File: src/rtl/clk_div.sv
// Dual independent clock divider, 50% duty for even and odd ratios.
// Optional one-cycle rise ticks when CLK_DIV_TICK_EN is defined.
module clk_div_chan #(
  parameter int DIV = 2
) (
  input  logic clk_i,
  input  logic rst_ni,
`ifdef CLK_DIV_TICK_EN
  output logic tick_o,
`endif
  output logic clk_o
);

  localparam int W = (DIV < 2) ? 1 : $clog2(DIV);
  localparam logic [W-1:0] LAST = W'(DIV - 1);
  localparam logic [W-1:0] HI = W'((DIV + 1) / 2);

  if (DIV < 2) begin : g_bad_div
    $fatal(1, "clk_div: division ratio must be >= 2");
  end

  logic [W-1:0] cnt_q, cnt_d;
  logic         p_q, p_d;

  always_comb begin
    cnt_d = (cnt_q == LAST) ? '0 : cnt_q + 1'b1;
    p_d   = (cnt_q < HI);
  end

  always_ff @(posedge clk_i or negedge rst_ni) begin
    if (!rst_ni) begin
      cnt_q <= '0;
      p_q   <= 1'b0;
    end else begin
      cnt_q <= cnt_d;
      p_q   <= p_d;
    end
  end

  if (DIV % 2 == 1) begin : g_odd
    // p_q stays high one extra cycle; n_q chops its last half
    logic n_q, n_d;

    always_comb n_d = (cnt_q == HI);

    always_ff @(negedge clk_i or negedge rst_ni) begin
      if (!rst_ni) n_q <= 1'b0;
      else         n_q <= n_d;
    end

    assign clk_o = p_q & ~n_q;
  end else begin : g_even
    assign clk_o = p_q;
  end

`ifdef CLK_DIV_TICK_EN
  logic tick_q, tick_d;

  always_comb tick_d = (cnt_q == '0);

  always_ff @(posedge clk_i or negedge rst_ni) begin
    if (!rst_ni) tick_q <= 1'b0;
    else         tick_q <= tick_d;
  end

  assign tick_o = tick_q;
`endif

endmodule

module clk_div #(
  parameter int DIV1 = 25,
  parameter int DIV2 = 125_000_000
) (
  input  logic clk_in,
  input  logic rst_n,
`ifdef CLK_DIV_TICK_EN
  output logic tick1,
  output logic tick2,
`endif
  output logic clk_out1,
  output logic clk_out2
);

  clk_div_chan #(.DIV(DIV1)) u_ch1 (
    .clk_i  (clk_in),
    .rst_ni (rst_n),
`ifdef CLK_DIV_TICK_EN
    .tick_o (tick1),
`endif
    .clk_o  (clk_out1)
  );

  clk_div_chan #(.DIV(DIV2)) u_ch2 (
    .clk_i  (clk_in),
    .rst_ni (rst_n),
`ifdef CLK_DIV_TICK_EN
    .tick_o (tick2),
`endif
    .clk_o  (clk_out2)
  );

endmodule

File: config.mk
export PLATFORM = sky130hd
export DESIGN_NAME = clk_div
export DESIGN_NICKNAME = d
export VERILOG_FILES = /design/src/rtl/clk_div.sv
export SDC_FILE = /design/constraint.sdc
export NUM_CORES = 1
export LEC_CHECK = 0
export CORE_MARGIN = 5
export CORE_UTILIZATION = 54
export DETAILED_ROUTE_END_ITERATION = 6
export GPL_ROUTABILITY_DRIVEN = 0
export GPL_TIMING_DRIVEN = 0
export MAX_ROUTING_LAYER = met4
export PLACE_DENSITY = 0.67
export SYNTH_ARGS = -nofsm -noshare
export SYNTH_HDL_FRONTEND = slang
export SYNTH_HIERARCHICAL = 1
export SYNTH_SLANG_ARGS = --single-unit
File: constraint.sdc
create_clock -name clk_in -period 2.36 [get_ports clk_in]
set_clock_uncertainty 0.1 [all_clocks]
set_input_delay 0.354 -clock clk_in [delete_from_list [all_inputs] [get_ports clk_in]]
set_output_delay 0.354 -clock clk_in [all_outputs]
set_load 0.01 [all_outputs]
==> results of run 1 <==
metal layers:
metal,GRT usage,wire (microns),up-vias
met5,-,0,-
met4,0.0803,73,0
met3,0.0507,173,8
met2,0.297,1990,43
met1,0.238,1910,793
li1,-,-,743
state kept, by name, indices dropped and copies added, names as in the netlist:
name             cells
u_ch1/g_odd.n_q      1
u_ch1/cnt_q          5
u_ch1/p_q            1
u_ch2/clk_o          1
u_ch2/cnt_q         27
layout make-up:
class | count | area share
multi-input cells | 145 | 0.462
repair buffers | 4 | 0.0158
inverters | 6 | 0.0110
well taps | 46 | 0.0280
clock buffers | 7 | 0.0219
clock inverters | 1 | 0.00244
plain buffers | 11 | 0.0323
flip-flops and latches | 35 | 0.427
synth_stat cells, drive strengths merged:
library cell / number / share of area
dfrtp: 34 / 0.45
nor2: 16 / 0.031
nand2: 14 / 0.029
nand3: 13 / 0.034
a21oi: 10 / 0.026
or4: 10 / 0.041
xor2: 9 / 0.041
o31ai: 7 / 0.028
xnor2: 7 / 0.032
buf: 6 / 0.022
inv: 6 / 0.012
and3: 5 / 0.017
clkbuf: 5 / 0.0098
nand4: 5 / 0.016
nor3: 5 / 0.013
o21ai: 5 / 0.013
and4b: 4 / 0.021
ha: 4 / 0.026
a31oi: 3 / 0.0098
and4: 3 / 0.014
nor4: 3 / 0.0098
or3: 3 / 0.0098
nor2b: 2 / 0.0066
or2: 2 / 0.0066
a2111oi: 1 / 0.0046
a211o: 1 / 0.0046
a211oi: 1 / 0.0039
a2bb2o: 1 / 0.0052
a31o: 1 / 0.0046
and3b: 1 / 0.0046
and4bb: 1 / 0.0066
dfrtn: 1 / 0.013
nand2b: 1 / 0.0033
nand3b: 1 / 0.0039
nand4bb: 1 / 0.0059
nor4b: 1 / 0.0046
o211a: 1 / 0.0052
or2b: 1 / 0.0039
or3b: 1 / 0.0046
or4b: 1 / 0.0052
stage by stage:
stage                     utilization  hold slack, ns
after floorplan                     -         -0.0416
after global placement          0.588           0.388
after detailed placement        0.587           0.371
after CTS                       0.603           0.411
after global routing            0.606           0.423
final                           0.606           0.412
where the power goes:
part           switching (W)  internal (W)   total, W
clock               0.000198      0.000116   0.000314
combinational      0.0000114    0.00000208  0.0000135
sequential                 0      0.000599   0.000599
total               0.000209      0.000718   0.000927
logic make-up (layout without fill, tap and decap cells):
| kind of cell | Yosys count | count (layout) | share of synthesized area |
|---|---|---|---|
| flops | 35 | 35 | 0.459 |
| simple gates | 94 | 94 | 0.293 |
| compound gates | 31 | 31 | 0.105 |
| fa+ha+maj | 4 | 4 | 0.0262 |
| buf+inv | 17 | 29 | 0.0433 |
| xor+xnor | 16 | 16 | 0.0735 |
critical path: stages (launching register included):
cell	delay, ns
sky130_fd_sc_hd__dfrtn_1	0.33
sky130_fd_sc_hd__nor2b_1	0.10
sky130_fd_sc_hd__buf_2	0.14
how the worst max path moves through the flow:
| stage | startpoint | end | slack (ns) | cells past startpoint |
|---|---|---|---|---|
| finish | u_ch1/g_odd.n_q$_DFF_NN0_ | clk_out1 | -0.18 | 2 |
| global placement | rst_n | u_ch1/g_odd.n_q$_DFF_NN0_ | -0.96 | 1 |
| CTS | u_ch1/g_odd.n_q$_DFF_NN0_ | clk_out1 | -0.20 | 2 |
| detailed placement | u_ch1/g_odd.n_q$_DFF_NN0_ | clk_out1 | -0.24 | 2 |
| global route | u_ch1/g_odd.n_q$_DFF_NN0_ | clk_out1 | -0.26 | 2 |
| floorplan | u_ch1/cnt_q[0]$_DFF_PN0_ | u_ch1/g_odd.n_q$_DFF_NN0_ | 0.14 | 2 |
repair_timing:
item                       4_1_cts  5_1_grt
setup endpoints to repair        1       13
hold buffers                     1        0
hold endpoints to repair        34        0
gates resized for setup          4        3
==> reports/results.tsv, run 1 <==
metric	value	unit
Cells after DPL	246	
number of global-route vias before repair	1542	
static power due to leakage	0.892	nW
Post-Synthesis Cells	197	
Avg Synthesized Cell Area	9.68	sq um
kind of start point of the critical path	flip-flop	
number of placed I/O pins	4	
capturing point of the worst reg2reg path	u_ch1/g_odd.n_q$_DFF_NN0_	
sum of internal, switching and leakage power	0.000927	W
unrepaired setup endpoints after global routing	yes	
Critical Path Sink Type	output pin	
number of buffers created by CTS	5	
number of buffers inserted by port buffering	3	
Worst Path Arrival	2.08	ns
Max FO, Critical Path	1	
Clock Tree Root	sky130_fd_sc_hd__clkbuf_4	
worst setup path class	flip-flop to output pin	
maximum number of pins on one net before global-route repair	36	
violations in the final reports	negative setup slack	
post-route DRC violation count	0	
transition time at the pin with the least slew margin	0.527	ns
average routed wire per standard cell	16.3	microns
signed area change from the synthesized netlist to the final layout	7.68	%
leading cell type in the layout, fill and taps excluded	sky130_fd_sc_hd__dfrtp_1	
horizontal die dimension	69.4	microns
sequential standard cell area	876	sq um
Final Instance Area	2050	sq um
standard-cell rows	21	
number of sinks driven by the clock tree	35	
flops & latches, synth	35	
worst-case clock buffer depth	2	
initial antenna violation count	0	
core region area	3390	sq um
DRC marker count from the first detailed-route iteration	184	
fraction of layout instances using a drive strength above 1	0.110	
worst slew slack as a fraction of its limit	0.640	
post-route setup TNS	-0.179	ns
area of the multi-input gates	948	sq um
number of vias in the routed layout	1587	
most frequent cells in the layout	sky130_fd_sc_hd__dfrtp_1, sky130_fd_sc_hd__nor2_1, sky130_fd_sc_hd__nand3_1, sky130_fd_sc_hd__nand2_1, sky130_fd_sc_hd__a21oi_1	
drt via density	6.22	
wire length of the first global-routing pass	7170	microns
H-Tree Depth	2	
number of cells on the worst reg-to-reg path	3	
initial core utilization	0.563	
Layout Nets	214	
r2r startpoint	u_ch1/cnt_q[1]$_DFF_PN0_	
final cell count without fillers	255	
post-detailed-routing wire length	4150	microns
Hold Violations, Final	0	
worst setup margin	-0.179	ns
clock slew at the register clock pins of the worst setup and hold paths	0.11	ns
number of antenna-violating nets in the routed design	0	
# fillers	293	
Seq/Total Area, Yosys	0.459	
area of placed instances	1990	sq um
slack of the worst reg-to-reg path	0.04	ns
final number of max-transition violations	0	
die outline area	4820	sq um
number of setup buffers added after CTS	0	
Netlist cell types	46	
Post-Synthesis Net Count	203	
result of the run	complete, but fails checks	
Peak VDD IR	0.333	mV
Vert. Die Dim	69.4	microns
remaining global-route overflow	0	
Skew-Pair Late Insertion Delay	0.34	ns
max capacitance violation total	0	
area of the mapped netlist	1910	sq um
Tightest Hold Check Type	primary input to async pin	
endpoint required time on the critical path	1.91	ns
hpwl dp	2850	microns
antenna diode instance count	0	
CTS tree	done	
pre-CTS worst setup slack	-0.240	ns
global routing usage summed across all routing layers	0.192	
First-pass DRT Iterations	4	
setup-violating endpoint count in the final report	1	
yosys warns	6	
Pwr per Cell Area	451	nW/um^2
Note: power is estimated with default switching activity, not from simulation.
==> run 2, diff against run 1 <==
SLEW_MARGIN = 20   (was not set)
TNS_END_PERCENT = 20   (was not set)
==> run 2 against run 1 <==
  * The flow still finishes with violations (negative setup slack)
  * Clock-buffer cell count did not move
  * Utilization rose by 0.52 points
  * Non-clock buffer count rose by 1
  * Worst hold slack got worse by 0.12 ns
  * Sequential power barely moved
  * Clock power barely moved
  * Global-route usage rose by 0.057 points
  * Via count fell by 1.8%
  * Sequential cell count did not move
  * Register-to-register slack barely moved
  * Highest routed layer unchanged
==> reports/results.tsv, run 2 (synthesized netlist as in run 1, its figures left out) <==
metric	value	unit	change
result of the run	complete, but fails checks		
violations in the final reports	negative setup slack		
wire length of the first global-routing pass	7270	microns	+1.3%
cell with the biggest individual delay on the critical path	sky130_fd_sc_hd__dfrtn_1		
horizontal die dimension	69.4	microns	unchanged
number of buffers inserted by port buffering	3		unchanged
core region area	3390	sq um	unchanged
most frequent cells in the layout	sky130_fd_sc_hd__dfrtp_1, sky130_fd_sc_hd__nor2_1, sky130_fd_sc_hd__nand3_1, sky130_fd_sc_hd__nand2_1, sky130_fd_sc_hd__a21oi_1		
max capacitance violation total	0		unchanged
Critical Path Sink Type	output pin		
final number of max-transition violations	0		unchanged
Clock Tree Root	sky130_fd_sc_hd__clkbuf_4		
First-pass DRT Iterations	4		unchanged
largest register by flop count	u_ch2/cnt_q		
H-Tree Depth	2		unchanged
endpoint required time on the critical path	1.91	ns	about the same
Peak VDD IR	0.305	mV	-8.3%
Largest stage delay, worst path	0.34	ns	about the same
leading cell type in the layout, fill and taps excluded	sky130_fd_sc_hd__dfrtp_1		
number of vias in the routed layout	1559		-1.8%
DRC marker count from the first detailed-route iteration	157		-15%
number of sinks driven by the clock tree	35		unchanged
post-route DRC violation count	0		unchanged
setup-violating endpoint count in the final report	1		unchanged
Worst Path Arrival	2.08	ns	about the same
Max FO, Critical Path	1		unchanged
die outline area	4820	sq um	unchanged
cell-by-cell trace of the critical path	nor2b_1 > buf_2		
Layout Nets	215		+0.47%
static power due to leakage	0.900	nW	+0.98%
average routed wire per standard cell	15.8	microns	-2.7%
kind of start point of the critical path	flip-flop		
number of setup buffers added after CTS	0		unchanged
worst hold slack after final layout	0.291	ns	-0.121 ns
sequential standard cell area	876	sq um	unchanged
area of the multi-input gates	948	sq um	unchanged
number of flip-flops in the largest register	27		unchanged
fraction of layout instances using a drive strength above 1	0.114		+0.00424
unrepaired setup endpoints after global routing	yes		
worst slew slack as a fraction of its limit	0.680		+0.0398
area of placed instances	2010	sq um	+1.0%
number of antenna-violating nets in the routed design	0		unchanged
standard-cell rows	21		unchanged
maximum number of pins on one net before global-route repair	27		-25%
number of placed I/O pins	4		unchanged
post-detailed-routing wire length	4050	microns	-2.3%
antenna diode instance count	0		unchanged
Pwr per Cell Area	450	nW/um^2	-0.22%
share of the core filled with cells	0.611		+0.00517
Vert. Die Dim	69.4	microns	unchanged
hpwl dp	2920	microns	+2.6%
pre-CTS worst setup slack	-0.240	ns	-0.000417 ns
global routing usage summed across all routing layers	0.192		+0.000568
largest registers	u_ch2/cnt_q x27, u_ch1/cnt_q x5		
number of buffers created by CTS	5		unchanged
worst-case clock buffer depth	2		unchanged
remaining global-route overflow	0		unchanged
initial core utilization	0.563		unchanged
drt via density	6.09		-2.1%
Worst Path Buf+Inv	1		unchanged
clock slew at the register clock pins of the worst setup and hold paths	0.10	ns	about the same
Skew-Pair Late Insertion Delay	0.35	ns	about the same
post-route setup TNS	-0.179	ns	+0.000113 ns
cell class contributing the biggest share of worst-path delay	flip-flops		
Final Instance Area	2070	sq um	+0.85%
worst setup margin	-0.179	ns	+0.000113 ns
signed area change from the synthesized netlist to the final layout	8.60	%	
initial antenna violation count	0		unchanged
worst setup path class	flip-flop to output pin		
# fillers	307		+4.8%
CTS tree	done		
transition time at the pin with the least slew margin	0.468	ns	-0.0583 ns
Tightest Hold Check Type	primary input to async pin		
Hold Violations, Final	0		unchanged
number of global-route vias before repair	1548		+0.39%
## run 2: changes by cell type in the layout (fill, tap and decap cells not counted), sizes merged
cell and delta:
buf +2, clkbuf -1
## run 2: path summary, 6_finish.rpt
path                                            from                        end  slack, ns  depth (start not counted)
hold reg to reg            u_ch2/cnt_q[26]$_DFF_PN0_      u_ch2/clk_o$_DFF_PN0_       0.41                          1
max in group asynchronous                      rst_n  u_ch1/g_odd.n_q$_DFF_NN0_       0.37                          3
hold / removal                                 rst_n  u_ch2/cnt_q[14]$_DFF_PN0_       0.29                          2
setup / recovery           u_ch1/g_odd.n_q$_DFF_NN0_                   clk_out1      -0.18                          2
min in group clk_in        u_ch2/cnt_q[26]$_DFF_PN0_      u_ch2/clk_o$_DFF_PN0_       0.41                          1
setup reg to reg            u_ch1/cnt_q[0]$_DFF_PN0_  u_ch1/g_odd.n_q$_DFF_NN0_       0.04                          2
## run 2: area by class of cell
type / instances / share of cell area
Multi-Input combinational cell: 145 / 0.458
Sequential cell: 35 / 0.423
Buffer: 11 / 0.0320
Tap cell: 46 / 0.0278
Timing Repair Buffer: 5 / 0.0242
Clock buffer: 7 / 0.0218
Inverter: 6 / 0.0109
Clock inverter: 1 / 0.00242
## run 2: metrics by stage
stage,total power [W],cells
finish,0.000933,256
global route,0.000973,256
CTS,0.000946,256
detailed placement,0.000628,247
global placement,0.000624,246
floorplan,0.000611,197
## run 2: report_power, final
group / total (W) / switching (W) / internal, W / leakage, nW
Sequential: 0.000599 / 0 / 0.000599 / 0.460
Combinational: 0.0000168 / 0.0000118 / 0.00000499 / 0.411
Clock: 0.000317 / 0.000200 / 0.000116 / 0.0293
Total: 0.000933 / 0.000212 / 0.000720 / 0.900
## run 2: timing repair
| item | in CTS | in global routing |
|---|---|---|
| endpoints found under the hold margin | 9 | 0 |
| hold buffers | 1 | 0 |
| gates resized for setup | 4 | 2 |
| pin swaps | 0 | 0 |
| endpoints found under the setup margin | 1 | 12 |
## run 2: routing by layer
layer  wire length, microns  share of wire  GRT usage  vias to the layer above
li1                       -              -          -                      753
met1                   1840           0.45      0.236                      768
met2                   1970           0.49      0.296                       28
met3                    168          0.041     0.0551                       10
met4                     76          0.019     0.0846                        0
met5                      0              0          -                        -
